<file path="src/rtl/jk_mon_pkg.sv">
`default_nettype none
// ============================================================================
// Module      : jk_mon_pkg
// Description : Shared types and helpers for the JK Q run logger.
// Revision    : 1.0 - initial release
// ============================================================================
package jk_mon_pkg;

    localparam int c_cw_default    = 8;
    localparam int c_tw_default    = 16;
    localparam int c_depth_default = 4;

    typedef struct packed {
        logic                    level;
        logic [c_cw_default-1:0] len;
    } rec_t;

    typedef enum logic [0:0] {
        ST_IDLE  = 1'b0,
        ST_TRACK = 1'b1
    } trk_state_t;

    function automatic int unsigned sat_inc(input int unsigned value,
                                            input int unsigned max_value);
        return (value >= max_value) ? max_value : value + 32'd1;
    endfunction

endpackage
`default_nettype wire

</file>
<file path="src/rtl/jk_rec_fifo.sv">
`default_nettype none
// ============================================================================
// Module      : jk_rec_fifo
// Description : First-word-fall-through record FIFO; a push while full is
//               only taken when a pop frees the head slot on the same edge.
// Revision    : 1.0 - initial release
// ============================================================================
module jk_rec_fifo
    import jk_mon_pkg::*;
#(
    parameter type T     = rec_t,
    parameter int  DEPTH = c_depth_default
) (
    input  logic                     clk,
    input  logic                     rst,
    input  logic                     push,
    input  T                         push_data,
    input  logic                     pop,
    output T                         head,
    output logic                     full,
    output logic                     empty,
    output logic [$clog2(DEPTH):0]   level
);

    localparam int c_aw = $clog2(DEPTH);

    logic [c_aw:0] r_wr_ptr;
    logic [c_aw:0] r_rd_ptr;
    T              r_mem [DEPTH];

    logic [c_aw:0] w_level;
    logic          w_wr;
    logic          w_rd;

    // Pointers carry one extra bit so full and empty stay distinguishable.
    assign w_level = r_wr_ptr - r_rd_ptr;
    assign empty   = (r_wr_ptr == r_rd_ptr);
    assign full    = (w_level == (c_aw+1)'(DEPTH));
    assign level   = w_level;

    assign w_rd = pop && !empty;
    assign w_wr = push && (!full || w_rd);

    assign head = empty ? T'('0) : r_mem[r_rd_ptr[c_aw-1:0]];

    always_ff @(posedge clk or negedge rst) begin
        if (!rst) begin
            r_wr_ptr <= '0;
            r_rd_ptr <= '0;
        end else begin
            if (w_wr) begin
                r_wr_ptr <= r_wr_ptr + (c_aw+1)'(1);
            end
            if (w_rd) begin
                r_rd_ptr <= r_rd_ptr + (c_aw+1)'(1);
            end
        end
    end

    always_ff @(posedge clk) begin
        if (w_wr) begin
            r_mem[r_wr_ptr[c_aw-1:0]] <= push_data;
        end
    end

endmodule
`default_nettype wire

</file>
<file path="src/rtl/jk_q_run_logger.sv">
`default_nettype none
// ============================================================================
// Module      : jk_q_run_logger
// Description : Measures run lengths of the JK flip-flop Q output, counts
//               transitions and queues {level, length} records for draining.
// Revision    : 1.0 - initial release
// ============================================================================
module jk_q_run_logger
    import jk_mon_pkg::*;
#(
    parameter int CW    = c_cw_default,
    parameter int TW    = c_tw_default,
    parameter int DEPTH = c_depth_default
) (
    input  logic                   clk,
    input  logic                   rst,
    input  logic                   q,
    input  logic                   en,
    input  logic                   clr_ovf,
    input  logic                   rec_ready,
    output logic                   rec_valid,
    output logic                   rec_level,
    output logic [CW-1:0]          rec_len,
    output logic [TW-1:0]          toggle_cnt,
    output logic                   overflow,
    output logic [$clog2(DEPTH):0] fifo_level
);

    localparam int unsigned c_len_max = (32'd1 << CW) - 32'd1;

    typedef struct packed {
        logic          level;
        logic [CW-1:0] len;
    } run_rec_t;

    trk_state_t    r_state;
    trk_state_t    w_state_nxt;
    logic          r_q_prev;
    logic [CW-1:0] r_run_len;
    logic [TW-1:0] r_toggle_cnt;
    logic          r_overflow;

    logic          w_load;
    logic          w_extend;
    logic          w_push;
    logic          w_pop;
    logic          w_full;
    logic          w_empty;
    logic          w_drop;
    run_rec_t      w_push_rec;
    run_rec_t      w_head;

    always_ff @(posedge clk or negedge rst) begin
        if (!rst) begin
            r_state <= ST_IDLE;
        end else begin
            r_state <= w_state_nxt;
        end
    end

    // Tracker decisions; with en low nothing advances, so a Q change made
    // during the freeze shows up as a transition on re-enable.
    always_comb begin
        w_state_nxt = r_state;
        w_load      = 1'b0;
        w_extend    = 1'b0;
        w_push      = 1'b0;
        case (r_state)
            ST_IDLE: begin
                if (en) begin
                    w_load      = 1'b1;
                    w_state_nxt = ST_TRACK;
                end
            end
            ST_TRACK: begin
                if (en) begin
                    if (q != r_q_prev) begin
                        w_push = 1'b1;
                        w_load = 1'b1;
                    end else begin
                        w_extend = 1'b1;
                    end
                end
            end
            default: begin
                w_state_nxt = ST_IDLE;
            end
        endcase
    end

    always_ff @(posedge clk or negedge rst) begin
        if (!rst) begin
            r_q_prev     <= 1'b0;
            r_run_len    <= '0;
            r_toggle_cnt <= '0;
        end else begin
            if (w_load) begin
                r_q_prev  <= q;
                r_run_len <= CW'(1);
            end else if (w_extend) begin
                r_run_len <= CW'(sat_inc(32'(r_run_len), c_len_max));
            end
            if (w_push) begin
                r_toggle_cnt <= r_toggle_cnt + TW'(1);
            end
        end
    end

    assign w_pop  = rec_valid && rec_ready;
    assign w_drop = w_push && w_full && !w_pop;

    // A drop on the same edge as a clear must leave the flag set.
    always_ff @(posedge clk or negedge rst) begin
        if (!rst) begin
            r_overflow <= 1'b0;
        end else if (w_drop) begin
            r_overflow <= 1'b1;
        end else if (clr_ovf) begin
            r_overflow <= 1'b0;
        end
    end

    assign w_push_rec.level = r_q_prev;
    assign w_push_rec.len   = r_run_len;

    jk_rec_fifo #(
        .T     (run_rec_t),
        .DEPTH (DEPTH)
    ) u_rec_fifo (
        .clk       (clk),
        .rst       (rst),
        .push      (w_push),
        .push_data (w_push_rec),
        .pop       (w_pop),
        .head      (w_head),
        .full      (w_full),
        .empty     (w_empty),
        .level     (fifo_level)
    );

    assign rec_valid  = !w_empty;
    assign rec_level  = w_head.level;
    assign rec_len    = w_head.len;
    assign toggle_cnt = r_toggle_cnt;
    assign overflow   = r_overflow;

endmodule
`default_nettype wire

</file>
<file path="config.mk">
export PLATFORM = sky130hd
export DESIGN_NAME = jk_q_run_logger
export DESIGN_NICKNAME = d
export VERILOG_FILES = /design/src/rtl/jk_mon_pkg.sv /design/src/rtl/jk_rec_fifo.sv /design/src/rtl/jk_q_run_logger.sv
export SDC_FILE = /design/constraint.sdc
export NUM_CORES = 1
export LEC_CHECK = 0
export BUFFER_PORTS_ARGS = -buffer_cell sky130_fd_sc_hd__buf_2
export CAP_MARGIN = 20
export CELL_PAD_IN_SITES_DETAIL_PLACEMENT = 0
export CELL_PAD_IN_SITES_GLOBAL_PLACEMENT = 1
export CORE_MARGIN = 4
export CORE_UTILIZATION = 48
export DETAILED_ROUTE_END_ITERATION = 6
export GPL_TIMING_DRIVEN = 1
export PLACE_DENSITY = 0.82
export SLEW_MARGIN = 20
export SYNTH_ARGS = -nofsm -noshare
export SYNTH_HDL_FRONTEND = slang
export SYNTH_SLANG_ARGS = --single-unit
</file>
<file path="constraint.sdc">
create_clock -name clk -period 3 [get_ports clk]
set_input_delay 0.3 -clock clk [delete_from_list [all_inputs] [get_ports clk]]
set_output_delay 0.3 -clock clk [all_outputs]
set_load 0.01 [all_outputs]
</file>
Word level (Yosys, flattened, before mapping) --
Memories as Yosys holds them, arrays and structs flattened. Cells that the tools add are included.
Cells by class: multiply operators 0, reduce and logical (&&, ||, !) cells 11, magnitude comparators 1, divide/modulo/power cells 0, equality and inequality tests 3, bitwise gates (word level) 1, multiplexer cells 17, add/sub/neg operators 5, shift-type cells 0
Operators with widths (count):
- $mux W8 | 3
- $add A16 B1 Y16 const B | 1
- $mux W1 | 12
- $mux W9 | 1
- $add A8 B1 Y8 const B | 1
- $ge A8 B8 Y1 const B | 1
- $add A3 B1 Y3 const B | 2
- $logic_and A1 B1 Y1 | 5
- $reduce_bool A2 Y1 | 2
- $eq A3 B3 Y1 | 1
- $eq A3 B3 Y1 const B | 1
- $logic_not A1 Y1 | 3
- $sub A3 B3 Y3 | 1
- $pmux W1 S2 | 1
- $logic_or A1 B1 Y1 | 1
- $ne A1 B1 Y1 | 1
- $not A1 Y1 | 1
Storage, ports and cells: bits in registers 33, RAM bits 36, memories 1, logic and storage cells 46, latch bits 0, bits in read-only memories 0, output and inout port bits 30, bits of input ports 6
Memories:
- u_rec_fifo.r_mem | words 4, width 9, rd ports 1, clocked after Yosys merged registers in 0, write ports 1, RTL line jk_rec_fifo.sv:29 | T r_mem [DEPTH];

Logic depth before layout (Yosys ltp) --
word-level depth 8, gate-level depth with buffers 7, gate-level depth less buffers 7

By module --
Synthesis repeated with hierarchy kept, for this count alone.
Second synthesis, totals: cells, all modules 211, area total of the unflattened synthesis 3123.0 um^2
Modules (own cells, without submodules):
- jk_rec_fifo | area each 1810.5 um^2, instances 1, cells each 96
- jk_q_run_logger | area each 1312.5 um^2, instances 1, cells each 115

Worst setup path after synthesis --
OpenSTA, ideal clock, no wires.
kind register to register, start point reg u_rec_fifo.r_wr_ptr[0], end point mem u_rec_fifo.r_mem[3][0] (netlist name) (enable), buffers on the path 0, stages on the path, launching flop included 7, period minus slack after synthesis 2335 ps, data arrival time 1990 ps, setup slack 665 ps, cells stage by stage dfrtp_1 inv_1 ha_1 fa_1 and2_1 a311oi_2 and3_1
Between the ends: longest elaborated chain between the ends 8
RTL lines:
- start: declaration | RTL line jk_rec_fifo.sv:27 | logic [c_aw:0] r_wr_ptr;
- start signal: assignment | RTL line jk_rec_fifo.sv:52 | r_wr_ptr <= r_wr_ptr + (c_aw+1)'(1);
- branches (longest 8 deep; another with $sub A3 B3 Y3)
- end: declaration | RTL line jk_rec_fifo.sv:29
Parallel ways; which one is timed is not known.

Worst setup path in the final report --
start point reg u_rec_fifo.r_wr_ptr[0], end point mem u_rec_fifo.r_mem[1][8] (netlist name) (enable)
The elaborated chain is that of the path after synthesis.

==> impl_metrics.csv <==
group,metric,value,unit
synth,synth-edff-count,36,
timing,fmax,383.5,MHz
outcome,outcome,"completed",
clock_tree,clock-sinks,69,
route,drt_wl_total,5514,µm
power,p_sw_share,34.00,%
place,io_buffers,35,
floorplanning,core_region_area,6061,µm²
worst_setup_path,cp_top_family,"simple AND/OR/NAND/NOR gates",
timing,period_share,86.92,%
finish,fillers,485,
place,dp.cells,322,
flow_run,drv_cap,0,
timing,tns,0,ns
worst_setup_path,reg2regPathDepth,6,
clock_tree,postCtsSetupRepairBufs,0,
power,max-vdd-ir-drop,0.4733,mV
worst_setup_path,critical_path_buf_inv_count,1,
power,total_leakage_power,1.476,nW
clock_tree,cts_tree,"done",
route,drc,0,
synth,syn-num-nets,231,
finish,num-nets-final,274,
grt,antenna_found_initial,0,
worst_setup_path,critPathKind,"reg -> reg",
floorplanning,io_pins,36,
place,dp_hpwl,3891,µm
worst_setup_path,critical_path_arrival,2.59,ns
worst_setup_path,cp.depth,6,
synth,synthCells,215,
synth,avgSynthCellArea,14.30,µm²
power,power_frac_comb,35.9,%
worst_setup_path,crit_chain,"inv_1 -> ha_1 -> fa_1 -> and2_1 -> a311oi_2 -> and3_1",
clock_tree,clkTransAtPathRegs,0.07,ns
power,cellInternalPower,2.112,mW
grt,grt_pass1_vias,1912,
finish,fin_cells,338,
clock_tree,cts_resized,0,
synth,ys_ff_latch,69,
finish,layout-drive-gt1-share,26.62,%
floorplanning,dieArea,7749,µm²
worst_setup_path,slowest_stage,"and3_1",
floorplanning,dieWidth,88.03,µm
worst_setup_path,cp.required,2.98,ns
timing,rsz0062_at_grt,"false",
finish,syn_to_final_growth,14.77,%
grt,grt_max_degree,34,
clock_tree,worstSkewPairLatency,0.34,ns
worst_setup_path,cp-end-kind,"flop",
grt,grt_pass1_wl,9618,µm
synth,synth_ff_type,"edfxtp_1",
synth,async_flop_share,47.83,%
timing,hold_viol,0,
floorplanning,rows,28,
synth,syn-cell-area,3074,µm²
synth,synth_cell_types,39,
clock_tree,h-tree-depth,3,
min_path,hold_path.class,"in -> async",
power,clkPwrFrac,22.8,%
grt,globalRouteOverflowTotal,0,
timing,period_minus_slack,2.608,ns
worst_setup_path,slowest_delay,0.50,ns
synth,ys_warn_count,0,
finish,regArea,1907,µm²
grt,track_usage,16.63,%
route,vias,1828,
worst_setup_path,startpoint_type,"flop",
worst_setup_path,path_max_fanout,9,
route,wire_per_inst,16.31,µm
clock_tree,cts_max_path_buffers,2,
floorplanning,die_y,88.03,µm
clock_tree,postCtsHoldBufs,0,
timing,slew_headroom,51.35,%
finish,multiInputGateArea,1112,µm²
route,drt.antenna.violating_nets,0,
clock_tree,numCtsBuffers,9,
floorplanning,start_util,50.72,%
timing,setup_violations,0,
finish,diodes,0,
power,switchingPower,1.088,mW
place,gp_congestion,0.7570,
synth,synth_seq_area_share,62.03,%
power,power_density,906.8,nW/µm²
power,power_frac_seq,41.3,%
route,vias_per_cell,5.408,
timing,slew_violations,0,
clock_tree,clock-root-buffer,"clkbuf_8",
timing,fin_skew,0.006203,ns
route,drt-initial-drc-count,122,
timing,tightest_slew,0.7297,ns
route,drtPass1Iterations,6,
## final timing paths
kind	slack (ns)	endpoint	startpoint
worst max-delay path	0.39	u_rec_fifo.r_mem[1][8]	u_rec_fifo.r_wr_ptr[0]
min in group clk	0.15	overflow	clr_ovf
worst max register to register	0.39	u_rec_fifo.r_mem[1][8]	u_rec_fifo.r_wr_ptr[0]
worst min register to register	0.49	toggle_cnt[15]	toggle_cnt[15]
worst min-delay path	0.02	toggle_cnt[5]	rst
max in group asynchronous	2.52	r_run_len[5]	rst
## Yosys cell counts (2+ instances only)
cell type,number,area share [%]
nor3_1,2,0.33
nand2_1,10,1.2
edfxtp_1,36,35
and4_1,2,0.57
o21ai_0,6,0.98
xnor2_1,14,4.0
and3_1,10,2.0
nor2_1,5,0.61
clkbuf_1,3,0.37
nand3_1,11,1.8
dfrtp_1,33,27
a22o_1,3,0.85
a21oi_1,5,0.81
nand4_1,4,0.81
nand4b_1,2,0.57
mux2_2,4,1.5
inv_1,9,1.1
and2_1,11,2.2
buf_2,2,0.33
ha_1,9,3.7
mux4_2,9,6.6
xor2_1,8,2.3
## power groups by stage
| stage | Sequential [mW] | Clock, mW | Combinational (mW) |
|---|---|---|---|
| 5_1_grt | 1.35 | 0.788 | 1.30 |
| 3_5_place_dp | 1.34 | 0 | 1.18 |
| 3_3_place_gp | 1.33 | 0 | 1.15 |
| 6_report | 1.32 | 0.728 | 1.15 |
| 4_1_cts | 1.32 | 0.748 | 1.18 |
| 2_1_floorplan | 1.32 | 0 | 0.791 |
## through the flow
stage	setup slack [ns]	power [mW]	instance area, µm²	hold WS [ns]	util [%]
2_1_floorplan	0.6653	2.112	3074	0.004409	-
3_3_place_gp	0.4641	2.484	3337	0.4065	55.06
3_5_place_dp	0.3773	2.514	3337	0.4096	55.06
4_1_cts	0.3660	3.248	3528	0.03211	58.22
5_1_grt	0.2374	3.440	3528	0.07528	58.22
6_report	0.3924	3.200	3528	0.01953	58.22
## cell families after synthesis
group / share of synthesized area (%)
AO/OA/AOI/OAI: 5.169
flip-flops: 62.03
multiplexers: 8.058
adder cells (fa/ha/maj): 4.314
AND/OR/NAND/NOR: 11.84
buffers and inverters: 1.791
XOR/XNOR: 6.797
## flip-flops by register name, indices dropped and copies added (netlist names)
| signal | count |
|---|---|
| overflow | 1 |
| u_rec_fifo.r_rd_ptr | 3 |
| r_run_len | 8 |
| u_rec_fifo.r_mem | 36 |
| u_rec_fifo.r_wr_ptr | 3 |
| toggle_cnt | 16 |
| r_q_prev | 1 |
| r_state | 1 |
## cells in the final DEF (no fill, tap or decap), types with 2 or more instances in the layout
master	synthesis	final
nor3_1	2	2
inv_1	9	9
and4_1	2	2
nand2_1	10	10
a21oi_1	5	5
buf_4	0	2
mux4_2	9	9
ha_1	9	9
xor2_1	8	8
a22o_1	3	3
nand4b_1	2	2
mux2_2	4	4
dfrtp_1	33	33
edfxtp_1	36	36
o21ai_0	6	6
and2_1	11	11
nor2_1	5	5
clkbuf_8	0	9
clkinvlp_4	0	2
and3_1	10	10
nand3_1	11	11
clkinv_2	0	2
xnor2_1	14	14
nand4_1	4	4
buf_2	2	35
## metal layers
layer	GRT usage, %	part of all wire [%]	up-vias
li1	-	-	886
met1	23.14	48	889
met2	25.00	46	42
met3	3.387	3.9	11
met4	8.242	2.3	0
met5	0	0	-
## area by class of cell
cell class	instances	share of cell area [%]
Clock buffer	10	3.617
Clock inverter	6	1.809
Inverter	9	0.9574
Multi-Input combinational cell	132	31.52
Sequential cell	69	54.04
Tap cell	75	2.660
Timing Repair Buffer	37	5.390
## worst reg2reg max path, delay by kind of cell (launching register included)
| family | cells | cell delay [ns] |
|---|---|---|
| simple gates | 2 | 0.71 |
| buf+inv | 1 | 0.11 |
| flops | 1 | 0.42 |
| compound gates | 1 | 0.37 |
| fa+ha+maj | 2 | 0.65 |
Note: power is estimated with default switching activity, not from simulation.
